`src/rtl/otter_mdu_if.sv`:
```
// otter_mdu_if: request/response bundle between the OTTER core and the MDU.
// The core drives START, FUNCT3, A and B. The MDU drives BUSY, DONE and RESULT.
interface otter_mdu_if;
    localparam int unsigned W = 32;

    logic         START;
    logic [2:0]   FUNCT3;
    logic [W-1:0] A;
    logic [W-1:0] B;
    logic         BUSY;
    logic         DONE;
    logic [W-1:0] RESULT;

    modport master (
        output START, FUNCT3, A, B,
        input  BUSY, DONE, RESULT
    );

    modport slave (
        input  START, FUNCT3, A, B,
        output BUSY, DONE, RESULT
    );
endinterface

```
`src/rtl/otter_mdu.sv`:
```
// otter_mdu: iterative RV32M multiply/divide unit.
// Each CALC cycle performs one radix-2 step.
// Divide-by-zero and signed overflow bypass CALC and go straight to FIN.
// Define MDU_DIV_EN to build the divide datapath. Without it, FUNCT3 4-7
// finish in two cycles and return zero.
module otter_mdu (
    input  logic       CLK,
    input  logic       RST,
    otter_mdu_if.slave bus
);
    localparam int unsigned W  = 32;
    localparam int unsigned CW = 6;

    localparam logic [2:0] F_MUL    = 3'd0;
    localparam logic [2:0] F_MULH   = 3'd1;
    localparam logic [2:0] F_MULHSU = 3'd2;
    localparam logic [2:0] F_DIV    = 3'd4;
    localparam logic [2:0] F_REM    = 3'd6;

    typedef enum logic [1:0] {S_IDLE, S_CALC, S_FIN} state_t;

    state_t        state_q, state_d;
    logic [2:0]    funct3_q, funct3_d;
    logic [W-1:0]  hi_q, hi_d;
    logic [W-1:0]  lo_q, lo_d;
    logic [W-1:0]  b_q, b_d;
    logic [W-1:0]  result_q, result_d;
    logic [CW-1:0] cnt_q, cnt_d;
    logic          neg_q, neg_d;
    logic          busy_q, busy_d;
    logic          done_q, done_d;

    logic          a_neg, b_neg, res_neg;
    logic [W-1:0]  a_mag, b_mag;
    logic [W:0]    mul_sum;
    logic [W-1:0]  step_hi, step_lo;
    logic [2*W-1:0] prod_fix;
    logic [W-1:0]  fin_result;
`ifdef MDU_DIV_EN
    logic [W:0]    rem_sh;
    logic [W+1:0]  div_diff;
    logic          div_by_zero, div_ovf;
`endif

    // Operand conditioning: magnitudes of the signed operands and the result sign.
    always_comb begin
        a_neg = bus.A[W-1] & ((bus.FUNCT3 == F_MULH) | (bus.FUNCT3 == F_MULHSU) |
                              (bus.FUNCT3 == F_DIV)  | (bus.FUNCT3 == F_REM));
        b_neg = bus.B[W-1] & ((bus.FUNCT3 == F_MULH) | (bus.FUNCT3 == F_DIV) |
                              (bus.FUNCT3 == F_REM));
        a_mag = a_neg ? -bus.A : bus.A;
        b_mag = b_neg ? -bus.B : bus.B;
        // The remainder takes the dividend's sign. Every other result takes the XOR.
        res_neg = (bus.FUNCT3 == F_REM) ? a_neg : (a_neg ^ b_neg);
`ifdef MDU_DIV_EN
        div_by_zero = bus.FUNCT3[2] & (bus.B == '0);
        div_ovf     = (bus.FUNCT3 == F_DIV || bus.FUNCT3 == F_REM) &&
                      (bus.A == {1'b1, {(W-1){1'b0}}}) && (bus.B == '1);
`endif
    end

    // One radix-2 step.
    // Multiply: shift-add, multiplier in lo_q.
    // Divide: restoring shift-subtract, quotient in lo_q, remainder in hi_q.
    always_comb begin
        mul_sum = {1'b0, hi_q} + (lo_q[0] ? {1'b0, b_q} : '0);
        step_hi = mul_sum[W:1];
        step_lo = {mul_sum[0], lo_q[W-1:1]};
`ifdef MDU_DIV_EN
        rem_sh   = {hi_q, lo_q[W-1]};
        div_diff = {1'b0, rem_sh} - {2'b00, b_q};
        if (funct3_q[2]) begin
            step_hi = div_diff[W+1] ? rem_sh[W-1:0] : div_diff[W-1:0];
            step_lo = {lo_q[W-2:0], ~div_diff[W+1]};
        end
`endif
    end

    // Sign correction and output field selection applied in FIN.
    always_comb begin
        prod_fix = neg_q ? -{hi_q, lo_q} : {hi_q, lo_q};
        if (funct3_q[2]) begin
`ifdef MDU_DIV_EN
            if (funct3_q[1]) fin_result = neg_q ? -hi_q : hi_q;
            else             fin_result = neg_q ? -lo_q : lo_q;
`else
            fin_result = '0;
`endif
        end else if (funct3_q == F_MUL) begin
            fin_result = prod_fix[W-1:0];
        end else begin
            fin_result = prod_fix[2*W-1:W];
        end
    end

    // Next-state and datapath control.
    always_comb begin
        state_d  = state_q;
        funct3_d = funct3_q;
        hi_d     = hi_q;
        lo_d     = lo_q;
        b_d      = b_q;
        neg_d    = neg_q;
        cnt_d    = cnt_q;
        result_d = result_q;
        done_d   = 1'b0;
        case (state_q)
            S_IDLE: begin
                if (bus.START) begin
                    funct3_d = bus.FUNCT3;
                    hi_d     = '0;
                    lo_d     = a_mag;
                    b_d      = b_mag;
                    neg_d    = res_neg;
                    cnt_d    = '0;
                    state_d  = S_CALC;
`ifdef MDU_DIV_EN
                    // Special-case results are loaded directly into the quotient and remainder.
                    if (div_by_zero) begin
                        lo_d    = '1;
                        hi_d    = bus.A;
                        neg_d   = 1'b0;
                        state_d = S_FIN;
                    end else if (div_ovf) begin
                        lo_d    = {1'b1, {(W-1){1'b0}}};
                        hi_d    = '0;
                        neg_d   = 1'b0;
                        state_d = S_FIN;
                    end
`else
                    if (bus.FUNCT3[2]) begin
                        lo_d    = '0;
                        neg_d   = 1'b0;
                        state_d = S_FIN;
                    end
`endif
                end
            end
            S_CALC: begin
                hi_d  = step_hi;
                lo_d  = step_lo;
                cnt_d = cnt_q + CW'(1);
                if (cnt_q == CW'(W - 1)) state_d = S_FIN;
            end
            S_FIN: begin
                result_d = fin_result;
                done_d   = 1'b1;
                state_d  = S_IDLE;
            end
            default: state_d = S_IDLE;
        endcase
        busy_d = (state_d != S_IDLE);
    end

    // State and datapath registers with synchronous reset.
    always_ff @(posedge CLK) begin
        if (RST) begin
            state_q  <= S_IDLE;
            funct3_q <= '0;
            hi_q     <= '0;
            lo_q     <= '0;
            b_q      <= '0;
            neg_q    <= 1'b0;
            cnt_q    <= '0;
            result_q <= '0;
            busy_q   <= 1'b0;
            done_q   <= 1'b0;
        end else begin
            state_q  <= state_d;
            funct3_q <= funct3_d;
            hi_q     <= hi_d;
            lo_q     <= lo_d;
            b_q      <= b_d;
            neg_q    <= neg_d;
            cnt_q    <= cnt_d;
            result_q <= result_d;
            busy_q   <= busy_d;
            done_q   <= done_d;
        end
    end

    assign bus.BUSY   = busy_q;
    assign bus.DONE   = done_q;
    assign bus.RESULT = result_q;
endmodule
```
`src/flat_wrapper.sv`:
```
// flat-port wrapper written by rule: the top's interface ports become plain ports
module otter_mdu_flat 
  (CLK, RST, bus_START, bus_FUNCT3, bus_A, bus_B, bus_BUSY, bus_DONE, bus_RESULT);
  otter_mdu_if bus_i ();
  input  logic CLK;
  input  logic RST;
  input wire logic [$bits(bus_i.START)-1:0] bus_START;
  input wire logic [$bits(bus_i.FUNCT3)-1:0] bus_FUNCT3;
  input wire logic [$bits(bus_i.A)-1:0] bus_A;
  input wire logic [$bits(bus_i.B)-1:0] bus_B;
  output wire logic [$bits(bus_i.BUSY)-1:0] bus_BUSY;
  output wire logic [$bits(bus_i.DONE)-1:0] bus_DONE;
  output wire logic [$bits(bus_i.RESULT)-1:0] bus_RESULT;
  assign bus_i.START = bus_START;
  assign bus_i.FUNCT3 = bus_FUNCT3;
  assign bus_i.A = bus_A;
  assign bus_i.B = bus_B;
  assign bus_BUSY = bus_i.BUSY;
  assign bus_DONE = bus_i.DONE;
  assign bus_RESULT = bus_i.RESULT;
  otter_mdu u_core (.CLK(CLK), .RST(RST), .bus(bus_i));
endmodule
```
`config.mk`:
```
export PLATFORM = sky130hd
export DESIGN_NAME = otter_mdu_flat
export DESIGN_NICKNAME = d
export VERILOG_FILES = /design/src/rtl/otter_mdu_if.sv /design/src/rtl/otter_mdu.sv /design/src/flat_wrapper.sv
export SDC_FILE = /design/constraint.sdc
export NUM_CORES = 1
export LEC_CHECK = 0
export ABC_AREA = 1
export CAP_MARGIN = 30
export CORE_MARGIN = 8
export CORE_UTILIZATION = 55
export CTS_CLUSTER_DIAMETER = 60
export DETAILED_ROUTE_END_ITERATION = 7
export PLACE_DENSITY = 0.78
export SLEW_MARGIN = 30
export SYNTH_ARGS = -nofsm -noshare
export SYNTH_HDL_FRONTEND = slang
export SYNTH_SLANG_ARGS = --single-unit
```
`constraint.sdc`:
```
create_clock -name CLK -period 4.6 [get_ports CLK]
set_input_delay 1.15 -clock CLK [delete_from_list [all_inputs] [get_ports CLK]]
set_output_delay 1.15 -clock CLK [all_outputs]
set_load 0.005 [all_outputs]
```
* Word level (Yosys, flattened, before mapping)
Cells that the tools add are included.
Widths: inputs -> output; s select.
** Word-level totals
- Flip-flop bits (word level) :: 142
- Input bits :: 70
- Output and inout bits :: 34
- Word-level logic and storage cells :: 57
** Cells by class
- Add/subtract/negate cells :: 5
- Equality and inequality tests :: 8
- Mux-type cells :: 20
- Bitwise operators :: 8
- Reduce and logical (&&, ||, !) cells :: 6
** Operators with widths (number)
- $mux 32 :: 8
- $pmux 32 s2 :: 2
- $mux 64 :: 1
- $neg 32->32 :: 2
- $neg 64->64 :: 1
- $add 32x33->33 :: 1
- $pmux 6 s2 :: 1
- $add 6x1->6 const B :: 1
- $eq 3x3->1 const B :: 2
- $eq 6x5->1 const B :: 1
- $mux 2 :: 3
- $mux 6 :: 1
- $or 1x1->1 :: 5
- $pmux 2 s2 :: 1
- $reduce_and 2->1 :: 2
- $reduce_bool 2->1 :: 2
- $eq 3x1->1 const B :: 1
- $eq 3x2->1 const B :: 1
- $logic_not 3->1 :: 1
- $mux 1 :: 3
- $and 1x1->1 :: 2
- $eq 2x1->1 const B :: 1
- $eq 2x2->1 const B :: 1
- $logic_not 2->1 :: 1
- other kinds (2) :: 2

* Depth between registers and ports, before layout
Gate-level depths: netlist of the first run.
- Depth in word-level cells :: 9
- Mapped depth :: 18
- Mapped depth without buffers :: 16

* Least setup slack after synthesis of the first run
No wires, ideal clock.
- Path type :: input to register
- From :: in bus_A[1]
- To :: reg u_core.lo_q[30]
- Setup time :: 0.132 ns
- Data arrival time :: 2.356 ns
- Required time :: 4.468 ns
- Path slack :: 2.112 ns
- Stages :: 13
- Path buffers :: 0
- Cells stage by stage :: inv_1 -> ha_1 -> nand3_1 -> nor2_1 -> nand2_1 -> inv_1 -> nand2_1 -> inv_1 -> nand2_1 -> nand2_1 -> nand3b_1 -> nand3_1 -> a21oi_1
** On the way
- Cells in the longest elaborated chain, start to end :: 5
** RTL lines
- start: declaration :: line flat_wrapper.sv:9 : input wire logic [$bits(bus_i.A)-1:0] bus_A;
- $neg 32->32 :: line otter_mdu.sv:51 : a_mag = a_neg ? -bus.A : bus.A;
- $mux 32 :: line otter_mdu.sv:51
- $mux 32 :: line otter_mdu.sv:131 : if (bus.FUNCT3[2]) begin
- $mux 32 :: line otter_mdu.sv:109 : if (bus.START) begin
- $pmux 32 s2 :: line otter_mdu.sv:107 : case (state_q)
- end signal: assignment :: line otter_mdu.sv:172 : lo_q <= lo_d;
- end: declaration :: line otter_mdu.sv:25 : logic [W-1:0] lo_q, lo_d;
No other way between the ends. The select of a mux whose other input is x is not followed.
A chain may end at the register's enable or synchronous reset.

* Worst setup path in the final report of the first run
- From :: reg u_core.lo_q[0]
- To :: reg u_core.hi_q[28]
** On the way
- Cells in the longest elaborated chain, start to end :: 3
** RTL lines
- $mux 32 :: line otter_mdu.sv:66 : mul_sum = {1'b0, hi_q} + (lo_q[0] ? {1'b0, b_q} : '0);
- $add 32x33->33 :: line otter_mdu.sv:66
- $pmux 32 s2 :: line otter_mdu.sv:107
- end signal: assignment :: line otter_mdu.sv:171 : hi_q <= hi_d;
- end: declaration :: line otter_mdu.sv:24 : logic [W-1:0] hi_q, hi_d;
No other way between the ends.

==> metrics.md, run 1 <==
| Metric | Value |
|---|---|
| Nets | 2,266 |
| Root Driver | clkbuf_16 |
| Detail Route Antenna Nets | 0 |
| Cell Rows | 53 |
| Clock Latency Late Sink | 0.43 ns |
| Worst Path Max Fanout | 19 |
| Largest net degree at the start of global routing | 116 |
| CTS max path bufs | 2 |
| RSZ-0062 raised after global routing | no |
| Fraction of final layout cells sized beyond drive strength 1 | 0.03913 |
| Clk sink count | 142 |
| Initial cell density of the core | 0.5625 |
| H-tree levels | 4 |
| Sequential element share of the synthesized area | 0.2396 |
| Crit start category | register |
| FFs w/ async S/R, synth | 0 |
| # port buffers | 103 |
| CP required | 4.88 ns |
| Max Freq | 329.5 MHz |
| Hold_buf cts | 0 |
| Unique masters post-synth | 44 |
| Slew of the pin with the lowest slew margin | 0.9114 ns |
| Via count | 14,090 |
| Top Ports | 104 |
| Layout Cells excl Fill | 2,447 |
| Number of max-cap violations | 0 |
| WP data arrival | 3.31 ns |
| Placed cells | 2,415 |
| P_leak | 6.297 nW |
| Status | complete, no violations |
| Post-CTS Setup Inserts | 0 |
| Cell count after synthesis | 2,096 |
| GR Util All Layers | 0.2990 |
| Total wire length | 40,550 µm |
| Worst hold path class | reg -> reg |
| Max Slew Vio Count | 0 |
| Area Growth Syn to Fin | 15.07% |
| Via-per-instance ratio | 5.759 |
| N_diodes | 0 |
| YS warnings | 0 |
| First-pass GRT wire length | 64,500 µm |
| Adder-cell share of the synthesized area | 0.03966 |
| CTS tree | done |
| Net Count, Synth | 2,203 |
| Worst VDD drop | 0.0001610 V |
| Residual DRC | 0 |
| # fillers | 2,088 |
| Fraction of the mapped netlist area in compound gates | 0.1726 |
| Power Dens Cells | 265.6 nW/µm² |
| Setup ws final | 1.565 ns |
| Final GP Congestion | 0.9873 |
| Simple logic cell fraction of the synthesized area | 0.4290 |
| Setup_tns | 0 ns |
| Pre-CTS setup slack | 1.187 ns |
| Setup crit end kind | register |
| Initial DRC Count | 1,569 |
| Vias in the first global route | 12,530 |
| Crit share post-route | 0.6598 |
| Initial antenna violation count | 0 |
| Register area | 2844 µm² |
| Die Height | 162.9 µm |
| Final core occ | 0.6473 |
| Power Total | 0.003626 W |
| DR WL/cell | 16.57 µm |
| Post-Synth XOR/XNOR Area | 0.01403 |
| Post-synth EDFFs | 0 |
| Dpl hpwl | 31,120 µm |
| # setup viols final | 0 |
| Mapped Area | 11,860 µm² |
| Critical setup path kind | reg -> reg |
| Die Footprint | 26,520 µm² |
| Placeable Area | 21,090 µm² |
| Top_reg_cell synth | dfxtp_1 |
| Worst-path clk slew | 0.07 ns |
| Number of buffers created by CTS | 17 |
| Overflow after GRT | 0 |
| Post-layout min period | 3.035 ns |
| Final Hold Viols | 0 |
| Mux cell area share after synthesis | 0 |
| Cts repair resizes | 0 |
| Area of the multi-input gates | 7792 µm² |
| Synthesized area per cell | 5.660 µm² |
| Die Wd | 162.9 µm |
| Yosys reg bits | 142 |
| Post-Route Skew | 0.01112 ns |
| Largest family of logic cells by synthesized area | simple AND/OR/NAND/NOR gates |
| Slew HR | 0.3924 |
| DR pass1 iterations | 6 |
synth_stat cells, drive strengths merged (25+ instances only):
cell type  number  area (µm²)
nor2          282        1086
inv           252       945.9
ha             36       450.4
buf            25       131.4
nand2         608        2297
a21oi         175       875.8
nor3           37       195.2
dfxtp         142        2843
nand4          32       200.2
clkbuf         44       165.2
nand3         214        1071
o21ai         124       643.1
routing by layer:
layer  wire, µm  part of all wire  up-vias  GRT usage
li1           -                 -     6976          -
met1      18500              0.46     6343     0.4234
met2      17270              0.43      693     0.4534
met3       3753             0.093       80    0.05005
met4       1031             0.025        0    0.09299
met5          0                 0        -          0
layout make-up:
class,instances,area share
Clock buffer,18,0.03217
Clock inverter,14,0.01265
Sequential cell,142,0.2083
Multi-Input combinational cell,1632,0.5709
Timing Repair Buffer,113,0.08112
Inverter,253,0.06966
Tap cell,275,0.02521
critical path: stages (launching register included):
cell     delay (ns)
dfxtp_1        0.69
buf_4          0.33
nand2_1        0.12
inv_1          0.07
ha_1           0.11
nand2_1        0.10
o21ai_0        0.55
nand2_1        0.12
nand2_1        0.16
nand2_1        0.06
nand2_1        0.17
nand2_1        0.13
nand2_1        0.09
nand2_1        0.05
nand3_1        0.06
a21oi_1        0.07
power by group:
group          internal [W]  switching [W]  total, W
Clock              0.000835       0.000618   0.00145
Combinational      0.000285       0.000539  0.000824
Sequential          0.00129      0.0000621   0.00135
Total               0.00241        0.00122   0.00363
sequential cells by signal, indices dropped and copies added, names as in the netlist:
register / flops
u_core.bus.BUSY: 1
u_core.b_q: 32
u_core.hi_q: 32
u_core.bus.DONE: 1
u_core.state_q: 2
u_core.lo_q: 32
u_core.bus.RESULT: 32
u_core.cnt_q: 6
u_core.funct3_q: 3
u_core.neg_q: 1
cell usage in the layout, fill, tap and decap left out, types with 5 or more instances in the layout:
| cell type | synthesis | final |
|---|---|---|
| nand4_1 | 32 | 32 |
| a31oi_1 | 16 | 16 |
| o21ai_0 | 117 | 117 |
| xor2_1 | 15 | 15 |
| inv_1 | 246 | 246 |
| buf_4 | 3 | 10 |
| o211ai_1 | 10 | 10 |
| nor2_1 | 273 | 271 |
| or2_2 | 10 | 10 |
| clkdlybuf4s50_1 | 0 | 102 |
| a21oi_1 | 175 | 175 |
| nor2_2 | 8 | 7 |
| clkbuf_16 | 0 | 17 |
| nand3b_1 | 19 | 19 |
| a22oi_1 | 19 | 19 |
| o21ai_2 | 6 | 6 |
| nand2_1 | 604 | 604 |
| ha_1 | 36 | 36 |
| o21bai_1 | 5 | 5 |
| nor3_1 | 35 | 35 |
| a21o_1 | 6 | 6 |
| nand3_1 | 214 | 214 |
| o21a_1 | 5 | 5 |
| inv_2 | 6 | 6 |
| dfxtp_1 | 142 | 141 |
final timing paths:
kind,startpoint,to,slack [ns],cells after the start
min,u_core.bus.RESULT[19],u_core.bus.RESULT[19],0.46,2
max,u_core.lo_q[0],u_core.hi_q[28],1.56,15
min reg2reg,u_core.bus.RESULT[19],u_core.bus.RESULT[19],0.46,2
max reg2reg,u_core.lo_q[0],u_core.hi_q[28],1.56,15
stage by stage:
step                      hold slack, ns  area [µm²]
after CTS                         0.4641       13650
after global placement            0.4499       13040
after global routing              0.4752       13650
final                             0.4632       13650
after detailed placement          0.4541       13040
after floorplan                   0.4364       11860
cell families after synthesis:
group | count (synthesis)
flip-flops | 142
XOR/XNOR | 19
adder cells (fa/ha/maj) | 37
AND/OR/NAND/NOR | 1205
buffers and inverters | 322
AO/OA/AOI/OAI | 371
No activity file was read; power rests on OpenSTA's default activity.
==> inputs of run 2 (changes only) <==
==> constraint.sdc (replaced) <==
create_clock -name CLK -period 3.07 [get_ports CLK]
set_input_delay 0.7675 -clock CLK [delete_from_list [all_inputs] [get_ports CLK]]
set_output_delay 0.7675 -clock CLK [all_outputs]
set_load 0.005 [all_outputs]
==> metrics.md, run 2 (synthesis gave the netlist of run 1 again) <==
| Metric | Value |
|---|---|
| Dpl hpwl | 31,440 µm (+1.0%) |
| Crit start category | register |
| Sw Ratio | 0.3141 (-0.02197) |
| Internal power | 0.003887 W (+61%) |
| Placeable Area | 21,090 µm² (unchanged) |
| P_leak | 6.360 nW (+1.0%) |
| H-tree levels | 4 (unchanged) |
| Status | complete, no violations |
| Top Ports | 104 (unchanged) |
| WP data arrival | 2.95 ns (-0.36 ns) |
| Vias in the first global route | 12,610 (+0.69%) |
| Clock Power Share | 0.422 (+0.021) |
| Worst hold path class | reg -> reg |
| Via-per-instance ratio | 5.713 (-0.79%) |
| GR Layer Usage met1 | 0.4310 (+0.007624) |
| Busiest layer in global routing | met2 |
| DR pass1 iterations | 6 (unchanged) |
| Nets | 2,272 (+0.26%) |
| Seq pwr share | 0.356 (-0.016) |
| Slew HR | 0.4837 (+0.09129) |
| # setup viols final | 0 (unchanged) |
| Fraction of final layout cells sized beyond drive strength 1 | 0.04090 (+0.001766) |
| N_diodes | 0 (unchanged) |
| Die Height | 162.9 µm (unchanged) |
| Initial cell density of the core | 0.5625 (unchanged) |
| Post-Route Skew | 0.01290 ns (+0.001782 ns) |
| Clock Latency Late Sink | 0.44 ns (about the same) |
| First-pass GRT wire length | 65,560 µm (+1.6%) |
| Setup_tns | 0 ns (unchanged) |
| Critical setup path kind | reg -> reg |
| Final Instance Area | 13,770 µm² (+0.86%) |
| Post-Place Cell Area | 13,110 µm² (+0.51%) |
| DR WL/cell | 16.66 µm (+0.55%) |
| Slew of the pin with the lowest slew margin | 0.7745 ns (-0.1369 ns) |
| Hold_buf cts | 0 (unchanged) |
| CP required | 3.35 ns (-1.53 ns) |
| GR Util All Layers | 0.3050 (+0.005991) |
| Largest net degree at the start of global routing | 75 (-35%) |
| Area Growth Syn to Fin | 16.06% |
| # fillers | 2,042 (-2.2%) |
| Initial antenna violation count | 0 (unchanged) |
| # port buffers | 103 (unchanged) |
| Post-layout min period | 2.668 ns (-0.3667 ns) |
| Commonest non-fill, non-tap cell in the layout | nand2_1 |
| Worst VDD drop | 0.0003494 V (+120%) |
| Total wire length | 40,840 µm (+0.71%) |
| Setup crit end kind | register |
| Initial DRC Count | 1,500 (-4.4%) |
| Number of buffers created by CTS | 17 (unchanged) |
| Worst-path clk slew | 0.06 ns (about the same) |
| R2R Setup Slk | 0.40 ns (-1.16 ns) |
| Power Dens Cells | 411.7 nW/µm² (+55%) |
| Via count | 14,000 (-0.63%) |
| Crit share post-route | 0.8692 (+0.2094) |
| Cell Rows | 53 (unchanged) |
| Detail Route Antenna Nets | 0 (unchanged) |
| Most frequent cells in the layout | nand2_1 (604), nor2_1 (271), inv_1 (246) |
| Overflow after GRT | 0 (unchanged) |
| Grt met2 use | 0.4468 (-0.006601) |
| Post-CTS Setup Inserts | 0 (unchanged) |
| Clk sink count | 142 (unchanged) |
| CTS tree | done |
| Combinational Power Share | 0.222 (-0.005) |
| Final Hold Viols | 0 (unchanged) |
| Cts repair resizes | 0 (unchanged) |
| CTS max path bufs | 2 (unchanged) |
| Worst Path Max Fanout | 29 (+10) |
| Root Driver | clkbuf_16 |
| Residual DRC | 0 (unchanged) |
| Number of max-cap violations | 0 (unchanged) |
| RSZ-0062 raised after global routing | no |
| M3 GR Usage | 0.06522 (+0.01517) |
| Psw | 0.001781 W (+46%) |
| Die Wd | 162.9 µm (unchanged) |
| Die Footprint | 26,520 µm² (unchanged) |
| Max Slew Vio Count | 0 (unchanged) |
| Final GP Congestion | 0.9799 (-0.75%) |
| Max Freq | 374.8 MHz (+14%) |
-- run 2: critical path, stage by stage, from the launching register on --
cell and delay (ns):
dfxtp_1 0.50, buf_4 0.34, nand2_1 0.08, inv_1 0.07, ha_1 0.28, a21oi_1 0.20, inv_1 0.06, nor2_1 0.20
nand2_1 0.17, nand2_1 0.09, nand2_1 0.10, nand2_1 0.10, nand2_1 0.07, nand2_1 0.07, nand2_1 0.05, nand2_1 0.05
a21oi_1 0.06
-- run 2: per-layer routing --
layer	part of all wire	vias to the layer above
li1	-	6983
met5	0	-
met4	0.028	0
met3	0.097	71
met2	0.42	707
met1	0.45	6242
-- run 2: through the flow --
stage	utilization	setup WS [ns]	hold WS (ns)	total power, W	cells
6_report	0.6529	0.4016	0.4626	0.005668	2451
4_1_cts	0.6529	0.4795	0.4633	0.005637	2451
2_1_floorplan	-	0.7237	0.4364	0.002849	2096
3_5_place_dp	0.6215	0.2427	0.4541	0.003273	2421
5_1_grt	0.6529	0.2085	0.4804	0.005906	2451
3_3_place_gp	0.6215	0.3006	0.4501	0.003257	2421
-- run 2: power by group through the flow --
| stage | Sequential (W) | Combinational (W) | Clock (W) |
|---|---|---|---|
| 6_report | 0.00202 | 0.00126 | 0.00239 |
| 5_1_grt | 0.00202 | 0.00140 | 0.00248 |
| 4_1_cts | 0.00201 | 0.00123 | 0.00239 |
| 3_5_place_dp | 0.00205 | 0.00122 | 0 |
| 3_3_place_gp | 0.00205 | 0.00121 | 0 |
| 2_1_floorplan | 0.00202 | 0.000830 | 0 |
-- run 2: final timing paths --
path                          from  depth (start not counted)                    end
max reg2reg         u_core.lo_q[0]                         16        u_core.hi_q[31]
min reg2reg  u_core.bus.RESULT[29]                          2  u_core.bus.RESULT[29]
max                 u_core.lo_q[0]                         16        u_core.hi_q[31]
min          u_core.bus.RESULT[29]                          2  u_core.bus.RESULT[29]
-- run 2: final cells by class --
type | count | area, µm² | share of cell area
multi-input combinational | 1632 | 7792 | 0.5660
sequential | 142 | 2844 | 0.2066
timing repair buffer | 119 | 1174 | 0.08524
inverter | 253 | 950.9 | 0.06907
clock buffer | 17 | 425.4 | 0.03090
tap | 275 | 344.1 | 0.02499
clock inverter | 13 | 237.7 | 0.01727
